==> src/rtl/fetch_decode_reg_pkg.sv <==
// Shared types and constants for the fetch/decode pipeline boundary.
package fetch_decode_reg_pkg;

    // Address and instruction width.
    localparam int W = 32;

    // Bubble instruction injected on flush or when no instruction is available.
    localparam logic [W-1:0] NOP = 32'h0000_0000;

    // Sequential PC step.
    localparam logic [W-1:0] PC_INCR = 32'd4;

    // One fetched instruction with its address. The skid buffer and the
    // decode registers both use this layout.
    typedef struct packed {
        logic         valid;
        logic [W-1:0] pc;
        logic [W-1:0] instr;
    } fetch_entry_t;

    // Fall-through address. The sum is truncated to W bits, so 0xFFFFFFFC wraps to 0.
    function automatic logic [W-1:0] pc_plus4(input logic [W-1:0] pc);
        return pc + PC_INCR;
    endfunction

endpackage

==> src/rtl/fetch_decode_if.sv <==
// Handshake/bus bundle between fetch, instruction memory, hazard unit and decode.
interface fetch_decode_if;
    import fetch_decode_reg_pkg::*;

    logic         StallD;
    logic         FlushD;
    logic [W-1:0] PCF;
    logic         ReqF;
    logic [W-1:0] ImemRdata;
    logic [W-1:0] InstrD;
    logic [W-1:0] PCD;
    logic [W-1:0] PCPlus4D;
    logic         ValidD;
    logic         OvfErr;

    // Environment side: fetch, memory and hazard unit drive; decode observes.
    modport master (
        output StallD, FlushD, PCF, ReqF, ImemRdata,
        input  InstrD, PCD, PCPlus4D, ValidD, OvfErr
    );

    // Pipeline register side.
    modport slave (
        input  StallD, FlushD, PCF, ReqF, ImemRdata,
        output InstrD, PCD, PCPlus4D, ValidD, OvfErr
    );

endinterface

==> src/rtl/fetch_skid_buf.sv <==
// One-entry skid buffer. It holds a memory response that lands while decode is stalled.
// A push while the buffer is full and not being popped is dropped and reported on overflow.
module fetch_skid_buf
    import fetch_decode_reg_pkg::*;
(
    input  logic         CLK,
    input  logic         RST,
    input  logic         clear,
    input  logic         push,
    input  logic         pop,
    input  fetch_entry_t din,
    output fetch_entry_t dout,
    output logic         full,
    output logic         overflow
);

    fetch_entry_t entry_r;

    assign dout = entry_r;
    assign full = entry_r.valid;

    // Flag a push that cannot be accepted: the buffer is full and nothing drains it this cycle.
    always_comb begin
        overflow = 1'b0;
        if (push && entry_r.valid && !pop) begin
            overflow = 1'b1;
        end else begin
            overflow = 1'b0;
        end
    end

    // Entry storage. A simultaneous pop and push refills the slot, which keeps order intact.
    always_ff @(posedge CLK) begin
        if (RST) begin
            entry_r <= '0;
        end else if (clear) begin
            entry_r.valid <= 1'b0;
        end else if (push && (!entry_r.valid || pop)) begin
            entry_r <= din;
        end else if (pop) begin
            entry_r.valid <= 1'b0;
        end else begin
            entry_r <= entry_r;
        end
    end

endmodule

==> src/rtl/fetch_decode_reg.sv <==
// Fetch/decode pipeline register. It pairs each fetch address with the instruction word
// the synchronous memory returns one cycle later, and honours stall and flush from the
// hazard unit. A one-entry skid buffer catches a response that lands during a stall.
module fetch_decode_reg
    import fetch_decode_reg_pkg::*;
(
    input logic           CLK,
    input logic           RST,
    fetch_decode_if.slave bus
);

    // In-flight tracker: a request issued last cycle has its data on ImemRdata now.
    logic         pend_v_r;
    logic [W-1:0] pend_pc_r;

    // Decode-stage registers.
    fetch_entry_t d_r;
    logic [W-1:0] pcplus4_r;
    logic         ovf_err_r;

    // Skid buffer hookup.
    fetch_entry_t resp_s;
    fetch_entry_t skid_out_s;
    fetch_entry_t load_entry_s;
    logic         skid_clear_s;
    logic         skid_push_s;
    logic         skid_pop_s;
    logic         skid_full_s;
    logic         skid_ovf_s;

    fetch_skid_buf u_skid (
        .CLK      (CLK),
        .RST      (RST),
        .clear    (skid_clear_s),
        .push     (skid_push_s),
        .pop      (skid_pop_s),
        .din      (resp_s),
        .dout     (skid_out_s),
        .full     (skid_full_s),
        .overflow (skid_ovf_s)
    );

    // Assemble the response that is present this cycle from the tracker and the memory data.
    always_comb begin
        resp_s       = '0;
        resp_s.valid = pend_v_r;
        resp_s.pc    = pend_pc_r;
        resp_s.instr = bus.ImemRdata;
    end

    // Skid control, in priority order: reset/flush empty it, a stall parks the response,
    // a normal cycle drains it and refills it with any response that is present.
    always_comb begin
        skid_clear_s = 1'b0;
        skid_push_s  = 1'b0;
        skid_pop_s   = 1'b0;
        if (RST || bus.FlushD) begin
            skid_clear_s = 1'b1;
        end else if (bus.StallD) begin
            skid_push_s = pend_v_r;
        end else if (skid_full_s) begin
            skid_pop_s  = 1'b1;
            skid_push_s = pend_v_r;
        end else begin
            skid_push_s = 1'b0;
            skid_pop_s  = 1'b0;
        end
    end

    // Pick what decode loads on an unstalled cycle. The skid holds the older entry, so it goes first.
    always_comb begin
        load_entry_s = '0;
        if (skid_full_s) begin
            load_entry_s = skid_out_s;
        end else begin
            load_entry_s = resp_s;
        end
    end

    // Tracker, decode registers and sticky overflow flag.
    always_ff @(posedge CLK) begin
        if (RST) begin
            pend_v_r  <= 1'b0;
            pend_pc_r <= '0;
            d_r       <= '0;
            pcplus4_r <= '0;
            ovf_err_r <= 1'b0;
        end else if (bus.FlushD) begin
            // Kill everything in flight, including a request issued this same cycle.
            pend_v_r  <= 1'b0;
            d_r.valid <= 1'b0;
            d_r.instr <= NOP;
        end else begin
            pend_v_r  <= bus.ReqF;
            pend_pc_r <= bus.PCF;
            if (bus.StallD) begin
                if (skid_ovf_s) begin
                    ovf_err_r <= 1'b1;
                end else begin
                    ovf_err_r <= ovf_err_r;
                end
            end else if (load_entry_s.valid) begin
                d_r       <= load_entry_s;
                pcplus4_r <= pc_plus4(load_entry_s.pc);
            end else begin
                // Bubble. PCD and PCPlus4D keep the last real instruction's values.
                d_r.valid <= 1'b0;
                d_r.instr <= NOP;
            end
        end
    end

    assign bus.InstrD   = d_r.instr;
    assign bus.PCD      = d_r.pc;
    assign bus.PCPlus4D = pcplus4_r;
    assign bus.ValidD   = d_r.valid;
    assign bus.OvfErr   = ovf_err_r;

endmodule

==> src/flat_wrapper.sv <==
// flat-port wrapper written by rule: the top's interface ports become plain ports
module fetch_decode_reg_flat import fetch_decode_reg_pkg::*;
  (CLK, RST, bus_StallD, bus_FlushD, bus_PCF, bus_ReqF, bus_ImemRdata, bus_InstrD, bus_PCD, bus_PCPlus4D, bus_ValidD, bus_OvfErr);
  fetch_decode_if bus_i ();
  input logic CLK;
  input logic RST;
  input wire logic [$bits(bus_i.StallD)-1:0] bus_StallD;
  input wire logic [$bits(bus_i.FlushD)-1:0] bus_FlushD;
  input wire logic [$bits(bus_i.PCF)-1:0] bus_PCF;
  input wire logic [$bits(bus_i.ReqF)-1:0] bus_ReqF;
  input wire logic [$bits(bus_i.ImemRdata)-1:0] bus_ImemRdata;
  output wire logic [$bits(bus_i.InstrD)-1:0] bus_InstrD;
  output wire logic [$bits(bus_i.PCD)-1:0] bus_PCD;
  output wire logic [$bits(bus_i.PCPlus4D)-1:0] bus_PCPlus4D;
  output wire logic [$bits(bus_i.ValidD)-1:0] bus_ValidD;
  output wire logic [$bits(bus_i.OvfErr)-1:0] bus_OvfErr;
  assign bus_i.StallD = bus_StallD;
  assign bus_i.FlushD = bus_FlushD;
  assign bus_i.PCF = bus_PCF;
  assign bus_i.ReqF = bus_ReqF;
  assign bus_i.ImemRdata = bus_ImemRdata;
  assign bus_InstrD = bus_i.InstrD;
  assign bus_PCD = bus_i.PCD;
  assign bus_PCPlus4D = bus_i.PCPlus4D;
  assign bus_ValidD = bus_i.ValidD;
  assign bus_OvfErr = bus_i.OvfErr;
  fetch_decode_reg u_core (.CLK(CLK), .RST(RST), .bus(bus_i));
endmodule
==> config.mk <==
export PLATFORM = sky130hd
export DESIGN_NAME = fetch_decode_reg_flat
export DESIGN_NICKNAME = d
export VERILOG_FILES = /design/src/rtl/fetch_decode_reg_pkg.sv /design/src/rtl/fetch_decode_if.sv /design/src/rtl/fetch_skid_buf.sv /design/src/rtl/fetch_decode_reg.sv /design/src/flat_wrapper.sv
export SDC_FILE = /design/constraint.sdc
export NUM_CORES = 1
export LEC_CHECK = 0
export CELL_PAD_IN_SITES_DETAIL_PLACEMENT = 0
export CELL_PAD_IN_SITES_GLOBAL_PLACEMENT = 1
export CORE_ASPECT_RATIO = 0.75
export CORE_MARGIN = 5
export CORE_UTILIZATION = 41
export CTS_CLUSTER_DIAMETER = 40
export CTS_CLUSTER_SIZE = 28
export DETAILED_ROUTE_END_ITERATION = 10
export GPL_TIMING_DRIVEN = 1
export HOLD_SLACK_MARGIN = 0.03
export PLACE_DENSITY_LB_ADDON = 0.1
export SYNTH_ARGS = -nofsm -noshare
export SYNTH_HDL_FRONTEND = slang
export SYNTH_SLANG_ARGS = --single-unit
==> constraint.sdc <==
create_clock -name CLK -period 5.1 [get_ports CLK]
set_input_delay 0.51 -clock CLK [delete_from_list [all_inputs] [get_ports CLK]]
set_output_delay 0.51 -clock CLK [all_outputs]
set_load 0.05 [all_outputs]
Word-level counts from Yosys, hierarchy flattened
Cells that the tools add are included.
{"block": "classes", "n_reduce_logical": 13, "n_mux": 13, "bitwise": 3, "addsub": 1}
{"op": "$mux W65", "count": 2}
{"op": "$add A32 B3 Y32 const B", "count": 1}
{"op": "$mux W32", "count": 1}
{"op": "$mux W1", "count": 10}
{"op": "$reduce_and A3 Y1", "count": 2}
{"op": "$reduce_or A2 Y1", "count": 2}
{"op": "$logic_and A1 B1 Y1", "count": 3}
{"op": "$not A1 Y1", "count": 3}
{"op": "$logic_not A1 Y1", "count": 2}
{"op": "$logic_or A1 B1 Y1", "count": 2}
{"op": "$reduce_and A2 Y1", "count": 1}
{"op": "$reduce_bool A2 Y1", "count": 1}
{"block": "word_totals", "wordCells": 40, "input_bits": 69, "output_inout_bits": 98, "register_bits": 196}

Depth between registers and ports, before layout
{"block": "depth", "ltp_word": 7, "depth_mapped": 12, "ltp_nobuf": 7}

By module
Synthesis repeated with hierarchy kept, for this count alone.
{"block": "unflattened", "hier_cells": 1012, "area_unflattened_um2": 9140.0}
{"mod": "fetch_decode_reg", "n_inst": 1, "area_each_um2": 6160.9, "seq_area_each_um2": 2582.5, "cells_per_inst": 728}
{"mod": "fetch_skid_buf", "n_inst": 1, "area_each_um2": 2979.1, "seq_area_each_um2": 1301.2, "cells_per_inst": 284}

Least setup slack after synthesis
No wires, ideal clock.
{"block": "synth_timing", "kind": "reg-to-reg", "start": "register u_core.u_skid.entry_r (netlist bit u_core.u_skid.full)", "end": "register u_core.pcplus4_r[26] (netlist: u_core.bus.PCPlus4D[26])", "path_stages_with_launch": 13, "setup_ps": 63, "path_slack_ps": 2196, "n_path_buf": 5, "required_time_ps": 5037, "t_arrival_ps": 2841, "period_less_slack_ps": 2904, "path_cell_list": "dfxtp_1 buf_2 buf_2 buf_2 buf_2 mux2_2 ha_1 nand4_1 a21oi_2 nand3_1 clkbuf_1 or4_1 nand3_1"}
{"element": "from (decl)", "line_no": "fetch_skid_buf.sv:17", "text": "fetch_entry_t entry_r;"}
{"element": "from (signal assigned)", "line_no": "fetch_skid_buf.sv:39", "text": "entry_r <= din;"}
{"element": "from (signal assigned)", "line_no": "fetch_skid_buf.sv:43", "text": "entry_r <= entry_r;"}
{"element": "to (signal assigned)", "line_no": "fetch_decode_reg.sv:104", "text": "pcplus4_r <= pc_plus4(load_entry_s.pc);"}
{"element": "to (decl)", "line_no": "fetch_decode_reg.sv:18", "text": "logic [W-1:0] pcplus4_r;"}

==> results.ini <==
[status]
status=complete, no violations

[yosys]
synth_nets=1106
synth.yosys.warnings=0
synth_seq_cells=194
synth.distinct_cells=55
synth_area_um2=8370
synth_area_per_cell_um2=8.08
synthArstFlopShare_pct=0
synth_edf_count=0
synth_flop_cell=dfxtp_1
seq_area_frac_synth_pct=46.4
synth_cells=1036

[cts]
clk_pin_slew_ns=0.07
ctsLongestPathBuffers=2
cts_hold_buf=0
clk_latency_ns=0.44
post_cts_buffers=0
cts_buffers=17
tritoncts=built
cts.repair.resized=0
clockRootBuffer=clkbuf_16
clock_sinks=194
cts_htree_levels=4

[placement]
dpl.hpwl_mm=15.4
dpl.cell_count=1389
place_congestion=0.798
port_buffers=166
pre_cts_ws_ns=1.73
dpl-instance-area_um2=10100

[final_layout]
final_common_cell=nand2_1
finalNonFillerCells=1420
area_delta_synth_final_pct=27.6
final_nets=1220
regArea_um2=3890
diodes=0
fillers=1965
final_cell_mix=211 x nand2_1, 193 x dfxtp_1, 163 x clkdlybuf4s50_1, 145 x a21oi_1, 112 x nor2_1
post-route-util_pct=53.0
drive_gt1_share_pct=5.68
postLayoutCellArea_um2=10700
multi_input_comb_area_um2=4130

[setup_path]
rrSetupSlack_ns=1.70
r2r_start=u_core.u_skid.full
cp.required_ns=5.44
critical_path_class=register to register
reg2regPathDepth=7
cp-start-kind=register
critPathCaptureType=register
r2r-end=u_core.bus.PCPlus4D[28]
arrival_ns=3.75
cp_max_fo=77

[timing]
fin_skew_ns=0.0127
tightest_slew_ns=0.926
setup_tns_ns=0
final-setup-viol-count=0
slew_headroom_pct=38.2
rsz0062_at_grt=false
fin_crit_sh_pct=66.7
finalHoldViolations=0
drv_slew=0
clock.fmax_mhz=294
period_minus_slack_ns=3.40
setup_slack_ns=1.70

[hold_path]
holdPathEnd=u_core.u_skid.dout[2]
min_path_type=register to register
hold_start=u_core.u_skid.dout[2]
worstHoldPathCells=2

[pwr]
power.density_nw_per_um2=297
p_leak_uw=0.00353
ir_drop_mv=0.183

[detailed_routing]
vias_per_cell=5.34
drc=0
ant_nets=0
wl_mm=23.6
post_drt_wl_per_cell_um=16.6
drtIter0Drc=573
first_pass_iters=5
num_vias=7585

[floorplanning]
die_x_um=175
initial_utilization_pct=41.5
die_y_um=134
dieArea_um2=23400
io_pins=167
core_um2=20200
core.rowCount=45

[global_route]
first_global_vias=7156
grt_pass1_wl_mm=38.8
grtUsageTotal_pct=20.2
grt_max_degree=88
antenna_found_initial=1
overflow=0

[run]
cap_violations=0

final cells by class:
cell class                 instances  share of cell area [%]
clock buffer                      18                    4.11
inverter                           3                   0.105
timing repair buffer             179                    16.4
tap                              258                    3.02
clock inverter                    13                    1.32
sequential                       194                    36.4
multi-input combinational        755                    38.7
metal layers:
layer  track usage [%]  wire [um]  vias to the layer above
li1                  -          -                     3819
met1              30.2      12100                     3576
met2              29.7      10100                      169
met3              4.26       1120                       19
met4              5.10        265                        2
met5                 0         13                        -
state kept, by name, summed over array words and instances, names as in the netlist:
register,cells
u_core.u_skid.dout,64
u_core.bus.InstrD,32
u_core.bus.PCPlus4D,32
u_core.pend_pc_r,32
u_core.bus.PCD,30
u_core.bus.OvfErr,1
u_core.bus.ValidD,1
u_core.pend_v_r,1
u_core.u_skid.full,1
stage by stage:
stage	total power, uW	hold WS, ns
finish	3180	0.453
global route	3300	0.470
floorplan	1750	0.436
global placement	1870	0.441
CTS	3210	0.448
detailed placement	1870	0.447
worst max path at each step:
stage / from / endpoint / slack [ns]
floorplan: u_core.u_skid.full / u_core.bus.PCPlus4D[26] / 2.20
detailed placement: u_core.u_skid.full / u_core.bus.PCPlus4D[28] / 1.73
global route: u_core.u_skid.full / u_core.bus.PCPlus4D[28] / 1.46
finish: u_core.u_skid.full / u_core.bus.PCPlus4D[28] / 1.70
global placement: u_core.u_skid.full / u_core.bus.PCPlus4D[28] / 1.80
CTS: u_core.u_skid.full / u_core.bus.PCPlus4D[28] / 1.71
report_power, final:
part	internal [uW]	leakage [uW]	switching, uW
sequential	1540	0.00157	28.7
clock	704	0.000284	638
combinational	109	0.00167	155
total	2350	0.00353	821
cell families after synthesis:
| kind of cell | after synthesis | synth area share [%] |
|---|---|---|
| flip-flops | 194 | 46.4 |
| AO/OA/AOI/OAI | 228 | 15.8 |
| XOR/XNOR | 9 | 0.942 |
| multiplexers | 63 | 7.67 |
| adder cells (fa/ha/maj) | 1 | 0.150 |
| buffers and inverters | 87 | 4.37 |
| AND/OR/NAND/NOR | 454 | 24.7 |
critical path: stages (launching register included):
cell,delay [ns]
dfxtp_4,0.94
mux2_2,0.31
ha_1,0.20
nand4_1,0.17
a21oi_2,0.41
nand3_1,0.45
or4_1,0.55
o311ai_1,0.26
cells in the mapped netlist, types with 3 or more instances:
master / instances / area share [%]
buf_2: 16 / 0.96
nand2b_1: 5 / 0.37
nand2_1: 211 / 9.5
clkbuf_1: 57 / 2.6
nor3_1: 13 / 0.78
o22ai_1: 7 / 0.52
mux2i_1: 54 / 6.5
nand3b_1: 37 / 3.3
o2111ai_1: 4 / 0.42
dfxtp_1: 194 / 46
buf_4: 3 / 0.27
or4_1: 9 / 0.81
o21ai_0: 23 / 1.4
nor2_1: 112 / 5.0
o311ai_0: 4 / 0.42
xor2_1: 3 / 0.31
nand4b_1: 4 / 0.42
nand4_1: 11 / 0.82
nand3_1: 41 / 2.5
a21oi_1: 145 / 8.7
xnor2_1: 6 / 0.63
mux2_2: 9 / 1.2
a211oi_1: 20 / 1.8
buf_1: 7 / 0.31
o211ai_1: 3 / 0.27
Note: power is estimated with default switching activity, not from simulation.
